## config.mk

```make
export PLATFORM = sky130hd
export DESIGN_NAME = counter_sequencer
export DESIGN_NICKNAME = d
export VERILOG_FILES = /design/src/rtl/counter_sequencer.sv
export SDC_FILE = /design/constraint.sdc
export NUM_CORES = 1
export LEC_CHECK = 0
export CORE_MARGIN = 2
export CORE_UTILIZATION = 53
export CTS_CLUSTER_DIAMETER = 100
export DETAILED_ROUTE_END_ITERATION = 8
export PLACE_DENSITY = 0.87
export SLEW_MARGIN = 20
export SYNTH_ARGS = -nofsm -noshare
export SYNTH_HDL_FRONTEND = slang
export SYNTH_SLANG_ARGS = --single-unit
export TNS_END_PERCENT = 20
```

## constraint.sdc

```tcl
create_clock -name clk -period 3.1 [get_ports clk]
set_input_delay 0.31 -clock clk [delete_from_list [all_inputs] [get_ports clk]]
set_output_delay 0.31 -clock clk [all_outputs]
set_load 0.01 [all_outputs]
```

## src/rtl/counter_sequencer.sv

```systemverilog
// ---------------------------------------------------------------------------
// counter_sequencer
//
// Purpose:
//   Sequences a WIDTH-bit up-counter through a valid/ready command port.
//   Commands clear the count, load a terminal (limit) value, start/resume
//   and stop (pause) counting. A programmable prescaler slows the counter
//   to one step every (prescale+1) clocks, and the counter either stops at
//   the limit (one-shot) or wraps back to zero (periodic). Each terminal
//   step produces a one-cycle tc_pulse.
//
// Ports:
//   clk        in   clock, all state changes on the rising edge
//   reset      in   asynchronous, active-high reset
//   cmd_valid  in   command present
//   cmd_ready  out  command can be accepted this cycle
//   cmd_op     in   00 CLEAR, 01 LOAD, 10 START, 11 STOP
//   cmd_data   in   limit value for LOAD
//   periodic   in   1 = auto-restart, 0 = one-shot (sampled on START)
//   prescale   in   step divider (sampled on START)
//   count      out  current counter value
//   tc_pulse   out  one-cycle pulse after a terminal step
//   busy       out  high while in RUN
//   done       out  high while in DONE
//   state      out  IDLE=00, RUN=01, PAUSE=10, DONE=11
// ---------------------------------------------------------------------------
module counter_sequencer #(
    parameter int WIDTH      = 4,
    parameter int PRESCALE_W = 4
) (
    input  logic                  clk,
    input  logic                  reset,
    input  logic                  cmd_valid,
    output logic                  cmd_ready,
    input  logic [1:0]            cmd_op,
    input  logic [WIDTH-1:0]      cmd_data,
    input  logic                  periodic,
    input  logic [PRESCALE_W-1:0] prescale,
    output logic [WIDTH-1:0]      count,
    output logic                  tc_pulse,
    output logic                  busy,
    output logic                  done,
    output logic [1:0]            state
);

    localparam logic [1:0] IDLE  = 2'b00;
    localparam logic [1:0] RUN   = 2'b01;
    localparam logic [1:0] PAUSE = 2'b10;
    localparam logic [1:0] DONE  = 2'b11;

    localparam logic [1:0] OP_CLEAR = 2'b00;
    localparam logic [1:0] OP_LOAD  = 2'b01;
    localparam logic [1:0] OP_START = 2'b10;
    localparam logic [1:0] OP_STOP  = 2'b11;

    logic [1:0]            state_q,      state_d;
    logic [WIDTH-1:0]      count_q,      count_d;
    logic [WIDTH-1:0]      limit_q,      limit_d;
    logic [PRESCALE_W-1:0] presc_q,      presc_d;
    logic [PRESCALE_W-1:0] prescale_q,   prescale_d;
    logic                  periodic_q,   periodic_d;
    logic                  tc_q,         tc_d;
    logic                  ready_q,      ready_d;

    logic accept;
    logic step;

    assign accept = cmd_valid && ready_q;

    // The prescaler wraps on reaching the latched divider; that wrap is the
    // moment the counter is allowed to move.
    assign step = (state_q == RUN) && (presc_q == prescale_q);

    // Next-state logic. An accepted command always takes priority: in a
    // command cycle the prescaler and counter do not advance at all, so a
    // coincident step is simply lost rather than merged with the command.
    always_comb begin
        state_d    = state_q;
        count_d    = count_q;
        limit_d    = limit_q;
        presc_d    = presc_q;
        prescale_d = prescale_q;
        periodic_d = periodic_q;
        tc_d       = 1'b0;
        ready_d    = !accept;

        if (accept) begin
            case (cmd_op)
                OP_CLEAR: begin
                    count_d = '0;
                    presc_d = '0;
                    if (state_q == DONE) begin
                        state_d = IDLE;
                    end
                end
                OP_LOAD: begin
                    limit_d = cmd_data;
                end
                OP_START: begin
                    // START while already running is ignored entirely,
                    // so mode and divider are not re-sampled mid-run.
                    if (state_q != RUN) begin
                        state_d    = RUN;
                        periodic_d = periodic;
                        prescale_d = prescale;
                        if (state_q == DONE) begin
                            count_d = '0;
                            presc_d = '0;
                        end
                    end
                end
                OP_STOP: begin
                    if (state_q == RUN) begin
                        state_d = PAUSE;
                    end
                end
                default: ;
            endcase
        end else if (state_q == RUN) begin
            if (step) begin
                presc_d = '0;
                // Only exact equality terminates; a limit lowered below
                // the current count lets the counter wrap round first.
                if (count_q == limit_q) begin
                    tc_d = 1'b1;
                    if (periodic_q) begin
                        count_d = '0;
                    end else begin
                        state_d = DONE;
                    end
                end else begin
                    count_d = count_q + WIDTH'(1);
                end
            end else begin
                presc_d = presc_q + PRESCALE_W'(1);
            end
        end
    end

    // State registers. Reset forces the power-up values immediately,
    // including killing a tc_pulse that is currently being driven.
    always_ff @(posedge clk or posedge reset) begin
        if (reset) begin
            state_q    <= IDLE;
            count_q    <= '0;
            limit_q    <= '1;
            presc_q    <= '0;
            prescale_q <= '0;
            periodic_q <= 1'b0;
            tc_q       <= 1'b0;
            ready_q    <= 1'b1;
        end else begin
            state_q    <= state_d;
            count_q    <= count_d;
            limit_q    <= limit_d;
            presc_q    <= presc_d;
            prescale_q <= prescale_d;
            periodic_q <= periodic_d;
            tc_q       <= tc_d;
            ready_q    <= ready_d;
        end
    end

    assign cmd_ready = ready_q;
    assign count     = count_q;
    assign tc_pulse  = tc_q;
    assign state     = state_q;
    assign busy      = (state_q == RUN);
    assign done      = (state_q == DONE);

endmodule

```

Word level (Yosys, flattened, before mapping)

Cells that the tools add are included.

Logic and storage cells: 62
Memory bits (writable): 0
Bits of input ports: 14
Register bits after elaboration: 21
Bits in read-only memories: 0
Memories kept: 0
Bits in latches: 0
Output and inout bits: 10

Bitwise logic cells: 0
Eq/ne operators: 16
$mul: 0
Order comparisons: 0
Reduce and logical (&&, ||, !) cells: 12
Divide/modulo/power cells: 0
Shifts and indexed selects: 0
Add/subtract/negate cells: 2
Mux-type cells: 24

Operators by type and width:

| cell                                                                   | number |
|---|---|
| 4-bit two-way mux                                                      | 10 |
| 2-bit two-way mux                                                      | 8 |
| 3-bit != test (second input constant)                                  | 4 |
| 4-bit by 1-bit adder with 4-bit output (second input constant)         | 2 |
| 4-bit equality test                                                    | 2 |
| 4-bit one-hot mux with 2 select lines                                  | 1 |
| 8-bit AND reduction                                                    | 1 |
| 2-bit equality test (second input constant)                            | 3 |
| 2-bit one-hot mux with 3 select lines                                  | 1 |
| 6-bit AND reduction                                                    | 1 |
| 2-bit nonzero test                                                     | 3 |
| 2-bit by 1-bit equality test with 1-bit output (second input constant) | 2 |
| 1-bit two-way mux                                                      | 4 |
| 2-bit by 1-bit != test with 1-bit output (second input constant)       | 2 |
| 4-bit by 1-bit != test with 1-bit output (second input constant)       | 1 |
| 4-bit AND reduction                                                    | 1 |
| 3-bit by 1-bit != test with 1-bit output (second input constant)       | 1 |
| 3-bit AND reduction                                                    | 1 |
| 1-bit logical AND                                                      | 2 |
| 2-bit logical NOT                                                      | 1 |
| 2-bit != test (second input constant)                                  | 1 |
| 2-bit AND reduction                                                    | 1 |
| 1-bit logical NOT                                                      | 1 |

Logic depth before layout (Yosys ltp)

Gate-level depths: netlist of run 1.

Depth after elaboration: 5
Mapped depth: 7
Mapped depth without buffers: 6

Least setup slack after synthesis of run 1

OpenSTA, ideal clock, no wires.

Path kind: register to register
Start: register ready_q (netlist: cmd_ready)
End: register periodic_q
Path slack: 1297 ps
Arrival time: 1678 ps
Clock period less this slack: 1803 ps
Path buffers: 1
Cell stages (with the launch flop): 6
Setup time: 125 ps
Cells stage by stage: dfstp_2 and2_2 inv_1 or4b_1 buf_2 mux2_2

Longest elaborated chain between the ends: 2

Ends and longest elaborated chain:

| what                          | RTL line | source |
|---|---|---|
| start: declaration            | 63       | `logic ready_q, ready_d;` |
| start signal: assignment      | 160      | `ready_q <= ready_d;` |
| 1-bit logical AND             | 68       | `assign accept = cmd_valid && ready_q;` |
| 3-bit AND reduction (no line) | -        |  |
| end signal: assignment        | 158      | `periodic_q <= periodic_d;` |
| end: declaration              | 61       | `logic periodic_q, periodic_d;` |

Every way passes these cells.
A chain may end at the register's enable or synchronous reset.

Worst setup path in the final report of run 1

Start: register state_q[0] (netlist: state[0])
End: output busy

Longest elaborated chain between the ends: 1

Ends and longest elaborated chain:

| what                                           | RTL line | source |
|---|---|---|
| start: declaration                             | 56       | `logic [1:0] state_q, state_d;` |
| start signal: assignment                       | 153      | `state_q <= state_d;` |
| 2-bit by 1-bit equality test with 1-bit output | 168      | `assign busy = (state_q == RUN);` |
| end: declaration                               | 41       | `output logic busy,` |

Every way passes these cells.

==> results of run 1 <==
where the power goes:
group          total, mW  switching, mW  internal [mW]
clock              0.136         0.0876         0.0482
combinational      0.392          0.179          0.213
sequential         0.460         0.0910          0.369
worst paths after layout:
| path | start | endpoint | slack [ps] | cells after the start |
|---|---|---|---|---|
| hold / removal | reset | prescale_q[2] | 430 | 2 |
| setup reg to reg | cmd_ready | count[2] | 1060 | 6 |
| setup / recovery | state[0] | busy | 1030 | 2 |
| hold reg to reg | presc_q[3] | presc_q[3] | 540 | 1 |
| min in group clk | presc_q[3] | presc_q[3] | 540 | 1 |
| max in group asynchronous | reset | presc_q[0] | 2180 | 2 |
synthesized netlist by cell type (2+ instances only):
cell type / count / area share (%)
dfrtp_1: 16 / 36
mux2_2: 11 / 11
nand2_1: 8 / 2.7
nand3_1: 6 / 2.7
dfstp_2: 5 / 12
inv_1: 4 / 1.4
nor2_1: 4 / 1.4
nor3_1: 4 / 1.8
xnor2_1: 4 / 3.2
xor2_1: 4 / 3.2
a21oi_1: 3 / 1.4
a2bb2oi_1: 3 / 2.4
nor2b_1: 3 / 1.7
a31oi_1: 2 / 1.1
buf_2: 2 / 0.91
ha_1: 2 / 2.3
nand3b_1: 2 / 1.4
o21ai_0: 2 / 0.91
flip-flops by register name, indices dropped and copies added, names as in the netlist:
register    flops
cmd_ready       1
count           4
limit_q         4
periodic_q      1
presc_q         4
prescale_q      4
state           2
tc_pulse        1
final cells by class:
| type | count | area (um^2) | share of cell area [%] |
|---|---|---|---|
| clock buffers | 3 | 22.5 | 1.64 |
| clock inverters | 1 | 5.00 | 0.364 |
| inverters | 4 | 15.0 | 1.09 |
| multi-input cells | 71 | 537 | 39.0 |
| flip-flops and latches | 21 | 532 | 38.7 |
| well taps | 27 | 33.8 | 2.46 |
| repair buffers | 23 | 230 | 16.7 |
cell families (layout without fill, tap and decap cells):
family	Yosys count	count (layout)	share of synthesized area (%)
adders and majority gates	2	2	2.26
AOI/OAI and AO/OA	15	15	9.85
buffers and inverters	7	31	3.28
and+or+nand+nor	34	34	18.0
muxes	12	12	12.1
xor gates and xnor gates	8	8	6.34
DFF	21	21	48.1
worst max-delay path, delay by kind of cell (launching register included):
family / cells / cell delay (ps)
buf+inv: 1 / 610
flops: 1 / 450
simple gates: 1 / 400
per-layer routing:
metal | vias up | GRT usage (%) | part of all wire (%) | routed length [um]
met5 | - | 0 | 0 | 0
met4 | 0 | 4.17 | 0.75 | 17
met3 | 2 | 3.64 | 4.4 | 100
met2 | 31 | 34.9 | 52 | 1170
met1 | 407 | 26.1 | 43 | 979
li1 | 406 | - | - | -
stage by stage:
| stage | util [%] | std cells | hold slack, ps | area (um^2) | worst slack [ps] |
|---|---|---|---|---|---|
| global route | 70.1 | 150 | 508 | 1380 | 923 |
| global placement | 68.7 | 146 | 486 | 1350 | 860 |
| CTS | 70.1 | 150 | 462 | 1380 | 1020 |
| finish | 70.1 | 150 | 429 | 1380 | 1030 |
| detailed placement | 68.7 | 146 | 517 | 1350 | 806 |
| floorplan | - | 99 | 283 | 1100 | 1300 |
==> impl_metrics.toml, run 1 <==
[outcome]
run_status = "completed"

[layout]
drive_gt1_share_pct = 18.7
final_common_cell = "clkdlybuf4s50_1"
diodes = 0
syn2layout_area_growth_pct = 24.5
layout.nets = 140
fillers = 158
final_cell_mix = "clkdlybuf4s50_1 (23), dfrtp_1 (16), mux2_2 (11)"

[floorplanning]
start_util_pct = 56.3
die_w_um = 49.7
rows = 16
die_h_um = 49.7
ios = 24
die_area_mm2 = 0.00247
core_mm2 = 0.00196

[sta]
slew_headroom_pct = 47.0
min_period_ps = 2070
period_share_pct = 66.9
max_freq_mhz = 482
maxSlewViolCount = 0
clock_skew_ps = 5.01
tightest_slew_ps = 794
setup_viol = 0
finalHoldViolations = 0
rsz0062_at_grt = "false"
tns_ps = 0

[synth]
synth-edff-count = 0
synth_flop_cell = "dfrtp_1"
synth_nets = 115
syn_avg_cell_area_um2 = 11.2
ys_seq_elements = 21
synth.yosys.seq_area_share_pct = 48.1
synthDistinctLibCells = 32
synthCells = 99
synth_warnings = 0
async_flop_share_pct = 100
syn_area_mm2 = 0.00110

[grt]
grt_max_degree = 22
grt_pass1_wl_mm = 3.79
grt_antenna_before_repair = 0
grt_overflow = 0
grt_pass1_vias = 860
track_usage_pct = 20.1

[route]
drt_iter0_drc = 53
via_count = 846
drc_errors = 0
drt_first_pass_iters = 4
drt_wl_total_mm = 2.26
viasPerCell = 5.64
wl_per_cell_um = 15.1
ant_nets = 0

[power_and_ir_drop]
powerDensity_mw_per_mm2 = 718
power_leakage_nw = 0.576
ir_drop_uv = 474
power_uw = 988

[clocking]
clock-root-buffer = "clkbuf_4"
clk_pin_slew_worst_paths_ps = 120
ctsResizeCount = 0
insertion_delay_ps = 310
post_cts_buffers = 0
tritoncts = "yes"
cts_buffers = 3
cts_hold_buffers = 0
numClockSinks = 21
htree_levels = 1
clk_path_buf_depth = 2

[critical_path]
path_max_fanout = 7
critPathKind = "reg2out"
crit_chain = "nor2b_1, clkdlybuf4s50_1"
worstSetupEndpointType = "primary output"
crit_slowest_cell = "clkdlybuf4s50_1"
critPathArrivalTime_ps = 1760
critPathLaunchType = "register"
cpPeakStageDelay_ps = 610
cp_data_required_time_ps = 2790

[place]
hpwl_mm = 1.68
place_congestion = 0.893
portBuffers = 23

[hold_path]
hp-class = "in2async"

[flow_run]
drv_cap = 0
No activity file was read; power rests on OpenSTA's default activity.
==> run 2: changes to the inputs <==
Settings changed: CORE_UTILIZATION 53 to 44, PLACE_DENSITY 0.87 to 0.78.
Clock period 3.1 ns to 1.7 ns, I/O delays scaled along.
==> impl_metrics.toml, run 2 (synthesized netlist as in run 1, its figures left out) <==
[route]
drt_wl_total_mm = 2.49
via_count = 923
drt_iter0_drc = 12
ant_nets = 0
drt_first_pass_iters = 4
viasPerCell = 5.43
drc_errors = 0
wl_per_cell_um = 14.7

[clocking]
htree_levels = 1
tritoncts = "yes"
clock-root-buffer = "clkbuf_4"
insertion_delay_ps = 300
clk_path_buf_depth = 2
cts_buffers = 3
clk_pin_slew_worst_paths_ps = 120
numClockSinks = 21

[floorplanning]
die_h_um = 54.1
rows = 18
ios = 24
core_mm2 = 0.00243
die_w_um = 54.1
die_area_mm2 = 0.00293
start_util_pct = 45.4

[critical_path]
critical_path.top_delay_family = "simple AND/OR/NAND/NOR gates"
critPathArrivalTime_ps = 1940
r2r_start = "prescale_q[1]"
critPathLaunchType = "register"
crit_start = "prescale_q[1]"
worstSetupEndpointType = "register"
cpPeakStageDelay_ps = 400
crit_chain = "xor2_1, nor4_4, a31oi_1, or2_4, a221o_1"
cp_data_required_time_ps = 1890
path_max_fanout = 4
crit_slowest_cell = "dfrtp_1"
critPathKind = "reg2reg"
path_buf_inv = 0

[sta]
max_freq_mhz = 570
slew_headroom_pct = 74.9
rsz0062_at_grt = "true"
maxSlewViolCount = 0
whs_ps = 97.7
tightest_slew_ps = 376
period_share_pct = 103
finalHoldViolations = 0
clock_skew_ps = 8.32
setup_viol = 6
layout_setup_ws_ps = -55.0
min_period_ps = 1750

[power_and_ir_drop]
clkPwrFrac_pct = 12.0
power_leakage_nw = 0.671
p_comb_share_pct = 47.4
powerDensity_mw_per_mm2 = 1280
p_sw_share_pct = 35.1
p_sw_uw = 695
seq_power_share_pct = 40.6
p_int_mw = 1.28
ir_drop_uv = 674

[place]
portBuffers = 23
place_inst = 165
place_congestion = 0.802
dpl_cell_area_mm2 = 0.00147
hpwl_mm = 1.83

[layout]
diodes = 0
final_util_pct = 63.4
design_area_mm2 = 0.00154
layout.nets = 157
fillers = 202
post_layout_nonfiller_instances = 170
drive_gt1_share_pct = 34.3
final_common_cell = "clkdlybuf4s50_1"
final_cell_mix = "clkdlybuf4s50_1 (21), buf_4 (17), dfrtp_1 (15)"
syn2layout_area_growth_pct = 39.5

[outcome]
run_status = "finished with violations"
violations = "negative setup slack"

[grt]
grt_pass1_wl_mm = 4.24
grt_overflow = 0
grt_pass1_vias = 937
grt_max_degree = 15
grt_antenna_before_repair = 0
track_usage_pct = 20.4

[hold_path]
hp-class = "in2async"

[flow_run]
drv_cap = 0
run 2: cell types whose count changed in the layout (fill, tap and decap cells not counted), sizes merged:
cell / before / now
clkbuf: 3 / 4
buf: 0 / 17
clkinv: 1 / 0
dlygate4sd2: 0 / 2
clkdlybuf4s50: 23 / 21
run 2: final cells by class:
class / instances / area, um^2 / share of cell area (%)
clock buffers: 4 / 26.3 / 1.70
multi-input cells: 71 / 574 / 37.3
well taps: 30 / 37.5 / 2.44
inverters: 4 / 15.0 / 0.974
repair buffers: 40 / 355 / 23.1
flip-flops and latches: 21 / 533 / 34.6
run 2: path summary, 6_finish.rpt:
| path | end | slack (ps) | cells past startpoint |
|---|---|---|---|
| min in group clk | limit_q[2] | 470 | 2 |
| min | count[3] | 100 | 2 |
| max in group asynchronous | cmd_ready | 1050 | 3 |
| max reg2reg | count[2] | -50 | 5 |
| min reg2reg | prescale_q[2] | 550 | 1 |
| max | count[2] | -50 | 5 |
run 2: power groups by stage:
stage,Sequential (mW),Combinational [mW],Clock [mW]
after floorplan,0.819,0.513,0
final,0.804,0.939,0.237
after global routing,0.823,1.04,0.276
after detailed placement,0.810,0.899,0
after CTS,0.804,0.936,0.245
after global placement,0.801,0.858,0
run 2: per-layer routing:
metal | vias up | track usage, % | share of wire, %
met2 | 24 | 37.2 | 54
li1 | 435 | - | -
met4 | 0 | 4.58 | 0.64
met5 | - | 0 | 0
met1 | 460 | 23.9 | 40
met3 | 4 | 5.00 | 5.0
run 2: timing repair:
| item | 4_1_cts | 5_1_grt |
|---|---|---|
| pin swaps | 1 | 1 |
| resized for setup | 10 | 3 |
| setup buffers | 1 | 0 |
| cloned | 0 | 0 |
| setup endpoints to repair | 12 | 11 |
| hold buffers | 0 | 0 |
run 2: stage by stage:
step | worst slack [ps] | power (mW) | TNS (ps)
after CTS | -61.3 | 1.99 | -61.3
after detailed placement | -220 | 1.71 | -1580
after floorplan | -80.7 | 1.33 | -476
final | -55.0 | 1.98 | -64.4
after global placement | -196 | 1.66 | -1390
after global routing | -129 | 2.14 | -504
==> run 3: changes to the inputs <==
Settings changed: ABC_AREA set to 1, CORE_UTILIZATION 44 to 46, PLACE_DENSITY 0.78 to 0.79.
==> impl_metrics.toml, run 3 <==
[outcome]
run_status = "completed"

[layout]
diodes = 0
syn2layout_area_growth_pct = 25.0
layout.nets = 206
multi_input_area_um2 = 602
seq_area_um2 = 532
final_common_cell = "nand2_1"
design_area_mm2 = 0.00155
fillers = 229
drive_gt1_share_pct = 19.6
final_cell_mix = "nand2_1 (38), inv_1 (22), clkdlybuf4s50_1 (22)"

[sta]
min_period_ps = 1610
setup_viol = 0
slew_headroom_pct = 70.1
tightest_slew_ps = 448
layout_setup_ws_ps = 89.9
finalHoldViolations = 0
period_share_pct = 94.7
max_freq_mhz = 621
maxSlewViolCount = 0
clock_skew_ps = 2.48
tns_ps = 0
rsz0062_at_grt = "false"

[route]
ant_nets = 0
via_count = 1079
drt_iter0_drc = 37
wl_per_cell_um = 11.6
viasPerCell = 4.93
drt_first_pass_iters = 4
drt_wl_total_mm = 2.54
drc_errors = 0

[floorplanning]
start_util_pct = 49.2
ios = 24
core_mm2 = 0.00252
die_w_um = 55.9
die_h_um = 55.9
die_area_mm2 = 0.00313
rows = 18

[critical_path]
path_max_fanout = 4
cp_data_required_time_ps = 1530
worstSetupEndpointType = "primary output"
critPathLaunchType = "register"
critPathArrivalTime_ps = 1440
critPathKind = "reg2out"

[clocking]
clock-root-buffer = "clkbuf_4"
insertion_delay_ps = 310
clk_path_buf_depth = 2
cts_hold_buffers = 0
clk_pin_slew_worst_paths_ps = 130
cts_buffers = 3
tritoncts = "yes"
ctsResizeCount = 0
post_cts_buffers = 0
htree_levels = 1
numClockSinks = 21

[synth]
synthCells = 160
synth_warnings = 0
syn_avg_cell_area_um2 = 7.75
synth_nets = 176
syn_area_mm2 = 0.00124
ys_seq_elements = 21
synth_flop_cell = "dfrtp_1"
yosys-top-cells-count = "nand2_1 (39), inv_1 (22), dfrtp_1 (16), nor2_1 (15), nand3_1 (13)"
synthDistinctLibCells = 26
synth-edff-count = 0
ys_top_cells_by_area = "dfrtp_1 (32%), nand2_1 (12%), dfstp_2 (11%)"
synth_top_area_share_pct = 32.3
synth.yosys.seq_area_share_pct = 42.9
async_flop_share_pct = 100
yosys.area.top_type = "dfrtp_1"
yosysMostFrequentCell = "nand2_1"

[power_and_ir_drop]
p_int_mw = 1.22
power_leakage_nw = 0.759
power_mw = 2.06
powerDensity_mw_per_mm2 = 1330
clkPwrFrac_pct = 12.4
seq_power_share_pct = 41.2
p_sw_uw = 841
p_sw_share_pct = 40.7
ir_drop_uv = 829
p_comb_share_pct = 46.4

[place]
portBuffers = 23
pre_cts_ws_ps = 64.6
place_congestion = 0.830
dpl_cell_area_mm2 = 0.00152
hpwl_mm = 2.07

[grt]
grt_pass1_wl_mm = 4.57
grt_pass1_vias = 1096
grt_antenna_before_repair = 0
track_usage_pct = 18.4
grt_overflow = 0
grt_max_degree = 12

[flow_run]
drv_cap = 0

[hold_path]
hp-class = "in2async"
-- run 3: changes by cell type after synthesis, sizes merged, moves of 5 or more --
| cell | change |
|---|---|
| nand2 | +40 |
| inv | +21 |
| nor2 | +17 |
| nand3 | +9 |
| mux2 | -8 |
| a21oi | +5 |
| o21ai | +5 |
-- run 3: area by class of cell --
cell class | instances | share of cell area (%)
Clock buffer | 4 | 1.69
Inverter | 26 | 6.30
Multi-Input combinational cell | 112 | 38.8
Sequential cell | 21 | 34.3
Tap cell | 30 | 2.42
Timing Repair Buffer | 26 | 16.5
-- run 3: cell families (layout without fill, tap and decap cells) --
logic type / Yosys count / in the layout / share of synthesized area, %
adder cells (fa/ha/maj): 2 / 2 / 2.02
multiplexers: 3 / 3 / 2.72
AO/OA/AOI/OAI: 18 / 18 / 8.48
flip-flops: 21 / 21 / 42.9
AND/OR/NAND/NOR: 86 / 86 / 33.0
buffers and inverters: 27 / 56 / 8.78
XOR/XNOR: 3 / 3 / 2.12
-- run 3: through the flow --
stage / hold slack [ps] / utilization [%] / instances
2_1_floorplan: 143 / - / 160
3_3_place_gp: 468 / 60.2 / 215
3_5_place_dp: 482 / 60.2 / 215
4_1_cts: 145 / 61.3 / 219
5_1_grt: 169 / 61.5 / 219
6_report: 141 / 61.5 / 219
-- run 3: layer usage --
metal	up-vias	track usage [%]	part of all wire, %
met3	4	2.79	3.1
met4	0	8.50	1.4
li1	560	-	-
met5	-	0	0
met2	21	33.3	51
met1	494	21.0	44
-- run 3: final timing paths --
path / startpoint / end / slack (ps) / cells after the start
min in group clk: cmd_data[2] / limit_q[2] / 400 / 3
setup reg to reg: cmd_ready / presc_q[2] / 190 / 6
hold / removal: reset / count[1] / 140 / 2
hold reg to reg: limit_q[2] / limit_q[2] / 500 / 2
setup / recovery: state[1] / done / 90 / 3
max in group asynchronous: reset / state[1] / 1040 / 3
-- run 3: power groups by stage --
stage	Clock, mW	Sequential [mW]	Combinational [mW]
3_5_place_dp	0	0.856	0.970
2_1_floorplan	0	0.849	0.619
4_1_cts	0.258	0.846	0.971
3_3_place_gp	0	0.845	0.935
6_report	0.257	0.850	0.958
5_1_grt	0.272	0.881	1.10
-- run 3: worst max-delay path, stage by stage (launching register included) --
cell             delay (ps)
dfrtp_1                 460
nand2_2                 100
inv_1                    60
clkdlybuf4s50_1         520
